`src/rtl/ifetch_pkg.sv`:
```
// Shared types and constants for the instruction fetch stage.
package ifetch_pkg;

   localparam int unsigned INSTR_W  = 16;
   localparam int unsigned PC_MAX_W = 16;
   localparam int unsigned OPC_W    = 4;

   // Instruction field bit positions: opcode[15:12] rd[11:8] rs1[7:4] rs2[3:0]
   localparam int unsigned OPC_MSB = 15;
   localparam int unsigned OPC_LSB = 12;
   localparam int unsigned RD_MSB  = 11;
   localparam int unsigned RD_LSB  = 8;
   localparam int unsigned RS1_MSB = 7;
   localparam int unsigned RS1_LSB = 4;
   localparam int unsigned RS2_MSB = 3;
   localparam int unsigned RS2_LSB = 0;

   localparam logic [OPC_W-1:0] OP_ADD  = 4'h0;
   localparam logic [OPC_W-1:0] OP_SUB  = 4'h1;
   localparam logic [OPC_W-1:0] OP_LOAD = 4'h2;
   localparam logic [OPC_W-1:0] OP_HALT = 4'hF;

   typedef enum logic [1:0] {
      FS_IDLE   = 2'd0,
      FS_RUN    = 2'd1,
      FS_HALTED = 2'd2
   } fetch_state_e;

   // pc field is sized for the widest supported fetch address
   typedef struct packed {
      logic [INSTR_W-1:0]  instr;
      logic [PC_MAX_W-1:0] pc;
   } fetch_entry_t;

   function automatic logic [OPC_W-1:0] get_opcode(input logic [INSTR_W-1:0] word);
      return word[OPC_MSB:OPC_LSB];
   endfunction

endpackage

```
`src/rtl/instr_fetch_unit_if.sv`:
```
// Fetch-stage bus: instruction-memory port, redirect input and decode handshake.
interface instr_fetch_unit_if #(
   parameter int unsigned ADDR_W = 8
);
   import ifetch_pkg::*;

   logic                imem_req;
   logic [ADDR_W-1:0]   imem_addr;
   logic [INSTR_W-1:0]  imem_rdata;
   logic                redirect_valid;
   logic [ADDR_W-1:0]   redirect_pc;
   logic                instr_valid;
   logic [INSTR_W-1:0]  instr;
   logic [ADDR_W-1:0]   instr_pc;
   logic                instr_ready;
   logic                halted;

   modport master (
      output imem_req, imem_addr, instr_valid, instr, instr_pc, halted,
      input  imem_rdata, redirect_valid, redirect_pc, instr_ready
   );

   modport slave (
      input  imem_req, imem_addr, instr_valid, instr, instr_pc, halted,
      output imem_rdata, redirect_valid, redirect_pc, instr_ready
   );

endinterface

```
`src/rtl/ifetch_fifo.sv`:
```
// Prefetch queue of fetch entries: synchronous FIFO with push/pop/flush and occupancy.
module ifetch_fifo
   import ifetch_pkg::*;
#(
   parameter  int unsigned DEPTH = 4,
   localparam int unsigned CNT_W = $clog2(DEPTH) + 1
) (
   input  logic             clk,
   input  logic             reset,
   input  logic             i_push,
   input  fetch_entry_t     i_data,
   input  logic             i_pop,
   input  logic             i_flush,
   output fetch_entry_t     o_head_c,
   output logic [CNT_W-1:0] o_count,
   output logic             o_full,
   output logic             o_empty
);

   localparam int unsigned PTR_W = $clog2(DEPTH);

   fetch_entry_t     r_mem [DEPTH];
   logic [PTR_W-1:0] r_wr_ptr;
   logic [PTR_W-1:0] r_rd_ptr;
   logic [CNT_W-1:0] r_count;
   logic             r_full;
   logic             r_empty;

   logic             w_do_push;
   logic             w_do_pop;
   logic [CNT_W-1:0] w_count_nxt;

   // Flush wins over both push and pop
   always_comb begin
      w_do_pop    = i_pop && !i_flush && !r_empty;
      w_do_push   = i_push && !i_flush && (!r_full || w_do_pop);
      w_count_nxt = r_count;
      if (i_flush) begin
         w_count_nxt = '0;
      end else if (w_do_push && !w_do_pop) begin
         w_count_nxt = r_count + CNT_W'(1);
      end else if (!w_do_push && w_do_pop) begin
         w_count_nxt = r_count - CNT_W'(1);
      end
   end

   always_ff @(posedge clk) begin
      if (reset) begin
         r_wr_ptr <= '0;
         r_rd_ptr <= '0;
         r_count  <= '0;
         r_full   <= 1'b0;
         r_empty  <= 1'b1;
      end else begin
         if (i_flush) begin
            r_wr_ptr <= '0;
            r_rd_ptr <= '0;
         end else begin
            if (w_do_push) r_wr_ptr <= r_wr_ptr + PTR_W'(1);
            if (w_do_pop)  r_rd_ptr <= r_rd_ptr + PTR_W'(1);
         end
         r_count <= w_count_nxt;
         r_full  <= (w_count_nxt == CNT_W'(DEPTH));
         r_empty <= (w_count_nxt == '0);
      end
   end

   always_ff @(posedge clk) begin
      if (w_do_push) r_mem[r_wr_ptr] <= i_data;
   end

   assign o_head_c = r_mem[r_rd_ptr];
   assign o_count  = r_count;
   assign o_full   = r_full;
   assign o_empty  = r_empty;

endmodule

```
`src/rtl/instr_fetch_unit.sv`:
```
// Fetch stage: PC sequencing, credit-limited imem reads, prefetch queue to decode.
// Optional HALT handling (opcode 4'hF stops fetch) is built when IFETCH_HALT_EN is defined.
module instr_fetch_unit
   import ifetch_pkg::*;
#(
   parameter int unsigned ADDR_W = 8,
   parameter int unsigned DEPTH  = 4
) (
   input logic                clk,
   input logic                reset,
   instr_fetch_unit_if.master bus
);

   localparam int unsigned CNT_W = $clog2(DEPTH) + 1;
   localparam int unsigned CRD_W = CNT_W + 1;

   localparam logic [1:0] ST_IDLE   = 2'(FS_IDLE);
   localparam logic [1:0] ST_RUN    = 2'(FS_RUN);
`ifdef IFETCH_HALT_EN
   localparam logic [1:0] ST_HALTED = 2'(FS_HALTED);
`endif

   logic [1:0]        r_state;
   logic [ADDR_W-1:0] r_pc;
   logic [ADDR_W-1:0] r_inflight_pc;
   logic              r_inflight;
   fetch_entry_t      r_hold;

   logic [1:0]        w_state_nxt;
   logic              w_issue_c;
   logic              w_push;
   logic              w_pop_c;
   logic              w_redirect;
   logic [CRD_W-1:0]  w_credit_c;
   fetch_entry_t      w_entry;
   fetch_entry_t      w_head;
   fetch_entry_t      w_shown;
   logic [CNT_W-1:0]  w_count;
   logic              w_full;
   logic              w_empty;
   logic              w_unused_c;

   assign w_redirect = bus.redirect_valid;
   assign w_pop_c    = !w_empty && bus.instr_ready;
   assign w_entry    = '{instr: bus.imem_rdata, pc: PC_MAX_W'(r_inflight_pc)};

   // Slots already owed to the queue, less the one decode frees this cycle
   assign w_credit_c = CRD_W'(w_count) + CRD_W'(r_inflight) - CRD_W'(w_pop_c);

`ifdef IFETCH_HALT_EN
   logic w_halt_hit;
   logic r_halted;
   assign w_halt_hit = r_inflight && (get_opcode(bus.imem_rdata) == OP_HALT);
`endif

   always_comb begin
      w_state_nxt = r_state;
      w_issue_c   = 1'b0;
      w_push      = 1'b0;
      case (r_state)
         ST_IDLE: begin
            w_state_nxt = ST_RUN;
         end
         ST_RUN: begin
            if (!w_redirect) begin
               w_push    = r_inflight;
               w_issue_c = (w_credit_c < CRD_W'(DEPTH));
`ifdef IFETCH_HALT_EN
               if (w_halt_hit) w_state_nxt = ST_HALTED;
`endif
            end
         end
`ifdef IFETCH_HALT_EN
         ST_HALTED: begin
            if (w_redirect) w_state_nxt = ST_RUN;
         end
`endif
         default: begin
            w_state_nxt = ST_IDLE;
         end
      endcase
   end

   always_ff @(posedge clk) begin
      if (reset) begin
         r_state       <= ST_IDLE;
         r_pc          <= '0;
         r_inflight_pc <= '0;
         r_inflight    <= 1'b0;
         r_hold        <= '0;
      end else begin
         r_state    <= w_state_nxt;
         r_inflight <= w_issue_c;
         r_hold     <= w_shown;
         if (w_issue_c) r_inflight_pc <= r_pc;
         if (w_redirect) begin
            r_pc <= bus.redirect_pc;
         end else if (w_issue_c) begin
            r_pc <= r_pc + ADDR_W'(1);
         end
      end
   end

`ifdef IFETCH_HALT_EN
   always_ff @(posedge clk) begin
      if (reset) begin
         r_halted <= 1'b0;
      end else begin
         r_halted <= (w_state_nxt == ST_HALTED);
      end
   end
   assign bus.halted = r_halted;
`else
   assign bus.halted = 1'b0;
`endif

   ifetch_fifo #(
      .DEPTH (DEPTH)
   ) u_fifo (
      .clk      (clk),
      .reset    (reset),
      .i_push   (w_push),
      .i_data   (w_entry),
      .i_pop    (w_pop_c),
      .i_flush  (w_redirect),
      .o_head_c (w_head),
      .o_count  (w_count),
      .o_full   (w_full),
      .o_empty  (w_empty)
   );

   // With the queue empty the last presented word stays on the outputs
   assign w_shown         = w_empty ? r_hold : w_head;
   assign bus.instr_valid = !w_empty;
   assign bus.instr       = w_shown.instr;
   assign bus.instr_pc    = ADDR_W'(w_shown.pc);
   assign bus.imem_req    = w_issue_c;
   assign bus.imem_addr   = r_pc;

   assign w_unused_c = ^{w_full, w_shown.pc};

endmodule

```
`src/flat_wrapper.sv`:
```
// flat-port wrapper written by rule: the top's interface ports become plain ports
module instr_fetch_unit_flat import ifetch_pkg::*;
#(
   parameter int unsigned ADDR_W = 8,
   parameter int unsigned DEPTH  = 4
)
  (clk, reset, bus_imem_req, bus_imem_addr, bus_instr_valid, bus_instr, bus_instr_pc, bus_halted, bus_imem_rdata, bus_redirect_valid, bus_redirect_pc, bus_instr_ready);
  instr_fetch_unit_if #(.ADDR_W(ADDR_W)) bus_i ();
  input logic clk;
  input logic reset;
  output wire logic [$bits(bus_i.imem_req)-1:0] bus_imem_req;
  output wire logic [$bits(bus_i.imem_addr)-1:0] bus_imem_addr;
  output wire logic [$bits(bus_i.instr_valid)-1:0] bus_instr_valid;
  output wire logic [$bits(bus_i.instr)-1:0] bus_instr;
  output wire logic [$bits(bus_i.instr_pc)-1:0] bus_instr_pc;
  output wire logic [$bits(bus_i.halted)-1:0] bus_halted;
  input wire logic [$bits(bus_i.imem_rdata)-1:0] bus_imem_rdata;
  input wire logic [$bits(bus_i.redirect_valid)-1:0] bus_redirect_valid;
  input wire logic [$bits(bus_i.redirect_pc)-1:0] bus_redirect_pc;
  input wire logic [$bits(bus_i.instr_ready)-1:0] bus_instr_ready;
  assign bus_imem_req = bus_i.imem_req;
  assign bus_imem_addr = bus_i.imem_addr;
  assign bus_instr_valid = bus_i.instr_valid;
  assign bus_instr = bus_i.instr;
  assign bus_instr_pc = bus_i.instr_pc;
  assign bus_halted = bus_i.halted;
  assign bus_i.imem_rdata = bus_imem_rdata;
  assign bus_i.redirect_valid = bus_redirect_valid;
  assign bus_i.redirect_pc = bus_redirect_pc;
  assign bus_i.instr_ready = bus_instr_ready;
  instr_fetch_unit #(.ADDR_W(ADDR_W), .DEPTH(DEPTH)) u_core (.clk(clk), .reset(reset), .bus(bus_i));
endmodule
```
`config.mk`:
```
export PLATFORM = sky130hd
export DESIGN_NAME = instr_fetch_unit_flat
export DESIGN_NICKNAME = d
export VERILOG_FILES = /design/src/rtl/ifetch_pkg.sv /design/src/rtl/instr_fetch_unit_if.sv /design/src/rtl/ifetch_fifo.sv /design/src/rtl/instr_fetch_unit.sv /design/src/flat_wrapper.sv
export SDC_FILE = /design/constraint.sdc
export NUM_CORES = 1
export LEC_CHECK = 0
export ABC_AREA = 1
export BUFFER_PORTS_ARGS = -buffer_cell sky130_fd_sc_hd__buf_2
export CAP_MARGIN = 20
export CELL_PAD_IN_SITES_DETAIL_PLACEMENT = 0
export CELL_PAD_IN_SITES_GLOBAL_PLACEMENT = 1
export CORE_ASPECT_RATIO = 0.5
export CORE_UTILIZATION = 46
export CTS_BUF_LIST = sky130_fd_sc_hd__clkbuf_16
export DETAILED_ROUTE_END_ITERATION = 12
export PLACE_DENSITY = 0.9
export SYNTH_ARGS = -nofsm -noshare
export SYNTH_HDL_FRONTEND = slang
export SYNTH_SLANG_ARGS = --single-unit
```
`constraint.sdc`:
```
create_clock -name clk -period 3.3 [get_ports clk]
set_clock_uncertainty 0.15 [all_clocks]
set_input_delay 0.66 -clock clk [delete_from_list [all_inputs] [get_ports clk]]
set_output_delay 0.66 -clock clk [all_outputs]
set_load 0.02 [all_outputs]
```
==> flow_summary.json, run 1 <==
{
  "grt-ovfl-total": 0,
  "grt.total_usage_pct": 18.7,
  "place_hpwl_mm": 7.37,
  "synthesis.area_mm2": 0.00612,
  "ys.flop_type": "edfxtp_1",
  "routed_wl_mm": 11.7,
  "syn-num-nets": 646,
  "die_area_mm2": 0.0138,
  "ctsHoldBuffers": 0,
  "final_area_mm2": 0.00721,
  "max_freq_mhz": 331,
  "min_period_over_period_pct": 91.6,
  "maxCapViolCount": 0,
  "ctsRootBufferMaster": "clkbuf_16",
  "crit_path_max_fanout": 19,
  "vdd_drop_max_mv": 0.243,
  "htreeDepth": 4,
  "path_class": "reg2out",
  "post-place-ws_ns": 0.330,
  "antenna_found_initial": 0,
  "final_common_cell": "nand2_1",
  "cts_tree": "yes",
  "outcome": "completed",
  "post-cts-setup-buffers": 0,
  "synth_edf_count": 96,
  "diodes": 0,
  "final_antenna_net_count": 0,
  "layout_common_cells": "nand2_1 (118), nor2_1 (100), edfxtp_1 (96)",
  "cts-resized-gates": 0,
  "place_congestion": 0.818,
  "hold_path.class": "in2reg",
  "cts.sinks": 149,
  "ios": 63,
  "netlist_instances": 608,
  "dr.pass1.iters": 4,
  "ys_seq_area_share_pct": 64.4,
  "ys.warnings.count": 0,
  "final_net_count": 710,
  "drv_slew": 0,
  "grt_pass1_wl_mm": 19.6,
  "required_ns": 2.49,
  "ys_ff_latch": 149,
  "die_x_um": 165,
  "rsz0062_at_grt": "false",
  "clkLatencyLatePin_ns": 0.41,
  "cts_made_buffers": 17,
  "std_cell_rows": 29,
  "setup_ws_ns": 0.277,
  "avgViaCountPerCell": 4.87,
  "placed_area_mm2": 0.00663,
  "core_mm2": 0.0128,
  "p_leak_nw": 2.94,
  "p_per_area_mw_per_mm2": 566,
  "wl_per_cell_um": 13.7,
  "fin_setup_tns_ns": 0,
  "drt_iter0_markers": 230,
  "setup.worst_path.start_class": "register",
  "hold_violations": 0,
  "cp.arrival_ns": 2.21,
  "cts.clk_slew.worst_paths_ns": 0.05,
  "grt_max_degree": 49,
  "die_h_um": 83.6,
  "syn_avg_cell_area_um2": 10.1,
  "numPortBuffers": 61,
  "start_util_pct": 47.8,
  "drive_above_1_share_pct": 17.7,
  "period_needed_ns": 3.02,
  "async_flop_share_pct": 0,
  "grt_pass1_vias": 3947,
  "end_kind": "primary output",
  "drcViolationCount": 0,
  "clockBufferDepth": 2,
  "syn2layout_area_growth_pct": 17.8,
  "num_vias": 4163,
  "synth_cell_types": 34,
  "setup_viol": 0
}
logic make-up after synthesis:
kind of cell	Yosys count	share of synthesized area, %
AO/OA/AOI/OAI	125	10.4
flip-flops	149	64.4
adder cells (fa/ha/maj)	10	2.04
buffers and inverters	59	4.62
XOR/XNOR	3	0.429
AND/OR/NAND/NOR	261	18.0
other	1	0.0613
registers in the layout, summed over array words and instances, names as in the netlist, named ones only:
name	flops
u_core.u_fifo.o_count	3
u_core.u_fifo.o_full	1
u_core.bus.imem_addr	8
u_core.u_fifo.r_mem	96
u_core.u_fifo.r_rd_ptr	2
u_core.r_inflight	1
u_core.r_hold	24
u_core.r_state	1
u_core.r_inflight_pc	8
u_core.u_fifo.o_empty	1
u_core.u_fifo.r_wr_ptr	2
synth_stat cells, types with 3 or more instances:
cell / number / area share (%)
dfxtp_1: 53 / 17
buf_2: 6 / 0.49
o21ai_1: 28 / 2.3
buf_6: 3 / 0.55
nor2_1: 104 / 6.4
a21oi_1: 35 / 2.9
nand2_2: 3 / 0.31
o21ai_0: 59 / 4.8
buf_4: 6 / 0.74
edfxtp_1: 96 / 47
inv_1: 25 / 1.5
nor2_2: 4 / 0.41
ha_1: 10 / 2.0
nand2_1: 118 / 7.2
nand3_1: 22 / 1.8
clkbuf_1: 12 / 0.74
worst max-delay path: stages (launching register included):
cell,delay (ns)
dfxtp_1,0.39
clkinv_4,0.06
nand2_2,0.07
inv_1,0.04
ha_1,0.16
inv_1,0.05
ha_1,0.21
nand3_1,0.10
nand2_1,0.05
nand2_1,0.05
nand2_1,0.12
nand2_8,0.16
clkinv_2,0.14
buf_2,0.19
metrics by stage:
| step | std cells | power (mW) | utilization, % | hold WS [ns] |
|---|---|---|---|---|
| finish | 855 | 4.08 | 56.3 | 0.310 |
| global route | 855 | 4.23 | 56.3 | 0.289 |
| CTS | 855 | 4.11 | 56.3 | 0.294 |
| detailed placement | 823 | 2.26 | 51.8 | 0.314 |
| global placement | 823 | 2.26 | 51.8 | 0.303 |
| floorplan | 608 | 2.19 | - | 0.294 |
cell type report:
| class | count | area [um2] |
|---|---|---|
| clock buffers | 17 | 425 |
| clock inverters | 15 | 151 |
| fillers | 1098 | 5600 |
| inverters | 31 | 125 |
| multi-input cells | 400 | 1900 |
| flip-flops and latches | 149 | 3940 |
| well taps | 170 | 213 |
| repair buffers | 73 | 445 |
worst paths after layout:
kind | start | to | slack, ns | cells past startpoint
setup / recovery | u_core.u_fifo.o_empty$_SDFF_PP1_ | bus_imem_req | 0.28 | 13
hold / removal | bus_imem_rdata[15] | u_core.u_fifo.r_mem[0][23]$_DFFE_PP_ | 0.31 | 1
hold reg to reg | u_core.r_hold[24]$_SDFF_PP0_ | u_core.r_hold[24]$_SDFF_PP0_ | 0.32 | 2
setup reg to reg | u_core.u_fifo.o_empty$_SDFF_PP1_ | u_core.u_fifo.r_mem[1][16]$_DFFE_PP_ | 1.00 | 7
layer usage:
metal	up-vias	routed length, um	global-route usage, %
li1	2180	-	-
met1	1885	5580	25.0
met2	87	5390	29.2
met3	11	611	5.51
met4	0	116	6.17
met5	-	0	0
report_power, final:
part | internal [mW] | switching (mW) | total, mW
Combinational | 0.0630 | 0.122 | 0.185
Sequential | 2.01 | 0.0256 | 2.04
Clock | 1.17 | 0.693 | 1.86
Note: power is estimated with default switching activity, not from simulation.
==> run 2, diff against run 1 <==
- SLEW_MARGIN: default -> 20
- clock period: 3.3 -> 2.8 ns (I/O delays scaled with it)
==> run 2 against run 1 <==
Against the previous run:
- register-to-register slack got worse by 0.28 ns
- core utilization increased by 0.32 points
- count of clock-buffer cells in the layout increased by 2
- clock power increased by 20%
- non-clock buffer count increased by 5
- largest cell class unchanged
- highest routed layer unchanged
==> flow_summary.json, run 2 (synthesis gave the netlist of run 1 again) <==
{
  "outcome": "completed",
  "ios": 63,
  "setup_viol": 0,
  "setup_ws_ns": 0.109,
  "cts_made_buffers": 17,
  "finalPower_mw": 4.86,
  "regMostFlops": "u_core.u_fifo.r_mem",
  "antenna_found_initial": 0,
  "place_hpwl_mm": 7.49,
  "min_period_over_period_pct": 96.1,
  "cpPeakStageDelay_ns": 0.35,
  "place_congestion": 0.835,
  "diodes": 0,
  "syn2layout_area_growth_pct": 18.4,
  "clkLatencyLatePin_ns": 0.42,
  "path_class": "reg2out",
  "drv_slew": 0,
  "crit_top_cell": "nand2_1",
  "hold_start": "bus_imem_rdata[3]",
  "max_freq_mhz": 372,
  "die_x_um": 165,
  "path_cells": "clkinv_4 -> nand2_2 -> inv_1 -> ha_1 -> inv_1 -> ha_1 -> nand3_1 -> nand2_1 -> nand2_1 -> nand2_1 -> nand2_8 -> clkinv_2 -> buf_2",
  "layout_common_cells": "nand2_1 (118), nor2_1 (100), edfxtp_1 (96)",
  "drcViolationCount": 0,
  "ctsHoldBuffers": 0,
  "dr.pass1.iters": 4,
  "clock_power_share_pct": 46.0,
  "period_needed_ns": 2.69,
  "cts_tree": "yes",
  "rsz0062_at_grt": "false",
  "holdWs_ns": 0.204,
  "hold_violations": 0,
  "die_area_mm2": 0.0138,
  "hold_path.class": "in2reg",
  "drt_iter0_markers": 302,
  "final_area_mm2": 0.00725,
  "p_per_area_mw_per_mm2": 670,
  "vdd_drop_max_mv": 0.405,
  "wl_per_cell_um": 13.8,
  "die_h_um": 83.6,
  "start_util_pct": 47.8,
  "routed_wl_mm": 11.9,
  "grt_pass1_wl_mm": 19.7,
  "crit_path_max_fanout": 2,
  "core_mm2": 0.0128,
  "p_leak_nw": 2.97,
  "grt_max_degree": 49,
  "rr_startpoint": "u_core.u_fifo.o_empty$_SDFF_PP1_",
  "num_vias": 4274,
  "end_kind": "primary output",
  "final_net_count": 715,
  "swShare_pct": 20.9,
  "fin_setup_tns_ns": 0,
  "final_antenna_net_count": 0,
  "instances_no_fill": 860,
  "cpMaxStageDelayCell": "dfxtp_2",
  "grt_pass1_vias": 4089,
  "cp.arrival_ns": 1.98,
  "largest_reg_flops": 96,
  "r2r_slack_ns": 0.72,
  "placed_area_mm2": 0.00666,
  "nFillCells": 1106,
  "post-cts-setup-buffers": 0,
  "cts.sinks": 149,
  "maxCapViolCount": 0,
  "pwr-share-comb_pct": 4.6,
  "drive_above_1_share_pct": 19.0,
  "cts.clk_slew.worst_paths_ns": 0.06,
  "p_seq_share_pct": 49.4,
  "numPortBuffers": 61,
  "cts-resized-gates": 0,
  "r2r-end": "u_core.bus.imem_addr[3]$_SDFFE_PP0P_",
  "std_cell_rows": 29,
  "final_core_util_pct": 56.6,
  "final_common_cell": "nand2_1",
  "p_int_mw": 3.84,
  "grt-ovfl-total": 0,
  "avgViaCountPerCell": 4.97,
  "required_ns": 2.09,
  "dp_cells": 828,
  "clockBufferDepth": 2,
  "grt.total_usage_pct": 18.8,
  "ctsRootBufferMaster": "clkbuf_16",
  "post-place-ws_ns": 0.226,
  "whs_endpoint": "u_core.u_fifo.r_mem[3][11]$_DFFE_PP_",
  "setup.worst_path.start_class": "register",
  "rr_worst_depth": 15,
  "worstHoldPathCells": 1,
  "htreeDepth": 4,
  "p_switching_mw": 1.01,
  "largestRegisters": "u_core.u_fifo.r_mem x96, u_core.r_hold x24"
}
-- run 2: cell types whose count changed in the layout (fill, tap and decap cells not counted), sizes merged --
cell | before | now
clkbuf | 17 | 19
clkinv | 11 | 8
buf | 73 | 78
bufinv | 3 | 2
inv | 32 | 34
-- run 2: area by class of cell --
class / instances / area (um2) / share of cell area, %
clock inverter: 13 / 115 / 1.59
clock buffer: 19 / 475 / 6.56
inverter: 31 / 125 / 1.73
tap: 170 / 213 / 2.93
multi-input combinational: 400 / 1900 / 26.3
sequential: 149 / 3950 / 54.4
timing repair buffer: 78 / 470 / 6.49
-- run 2: per-layer routing --
metal / share of wire, % / global-route usage, % / vias to the layer above
met4: 1.2 / 7.76 / 0
met5: 0 / 0 / -
met2: 46 / 28.9 / 89
li1: - / - / 2188
met3: 5.2 / 4.67 / 11
met1: 48 / 25.3 / 1986
-- run 2: how the worst max path moves through the flow --
stage | to | cells after the start | start | slack [ns]
floorplan | u_core.u_fifo.r_mem[1][0]$_DFFE_PP_ | 5 | bus_redirect_valid | 0.15
global placement | bus_imem_req | 13 | bus_instr_ready | 0.25
detailed placement | bus_imem_req | 13 | bus_instr_ready | 0.23
CTS | bus_imem_req | 13 | u_core.u_fifo.o_empty$_SDFF_PP1_ | 0.04
global route | bus_imem_req | 13 | u_core.u_fifo.o_empty$_SDFF_PP1_ | 0.002
finish | bus_imem_req | 13 | u_core.u_fifo.o_empty$_SDFF_PP1_ | 0.11
-- run 2: power groups by stage --
stage / clock network (mW) / logic, mW / registers [mW]
finish: 2.24 / 0.223 / 2.40
global route: 2.37 / 0.250 / 2.40
CTS: 2.27 / 0.226 / 2.40
detailed placement: 0 / 0.225 / 2.45
global placement: 0 / 0.220 / 2.44
floorplan: 0 / 0.138 / 2.44
-- run 2: critical path: cells and delay by family (launching register included) --
kind | cells | cell delay, ns
simple gates | 6 | 0.48
fa+ha+maj | 2 | 0.38
flops | 1 | 0.35
buf+inv | 5 | 0.35
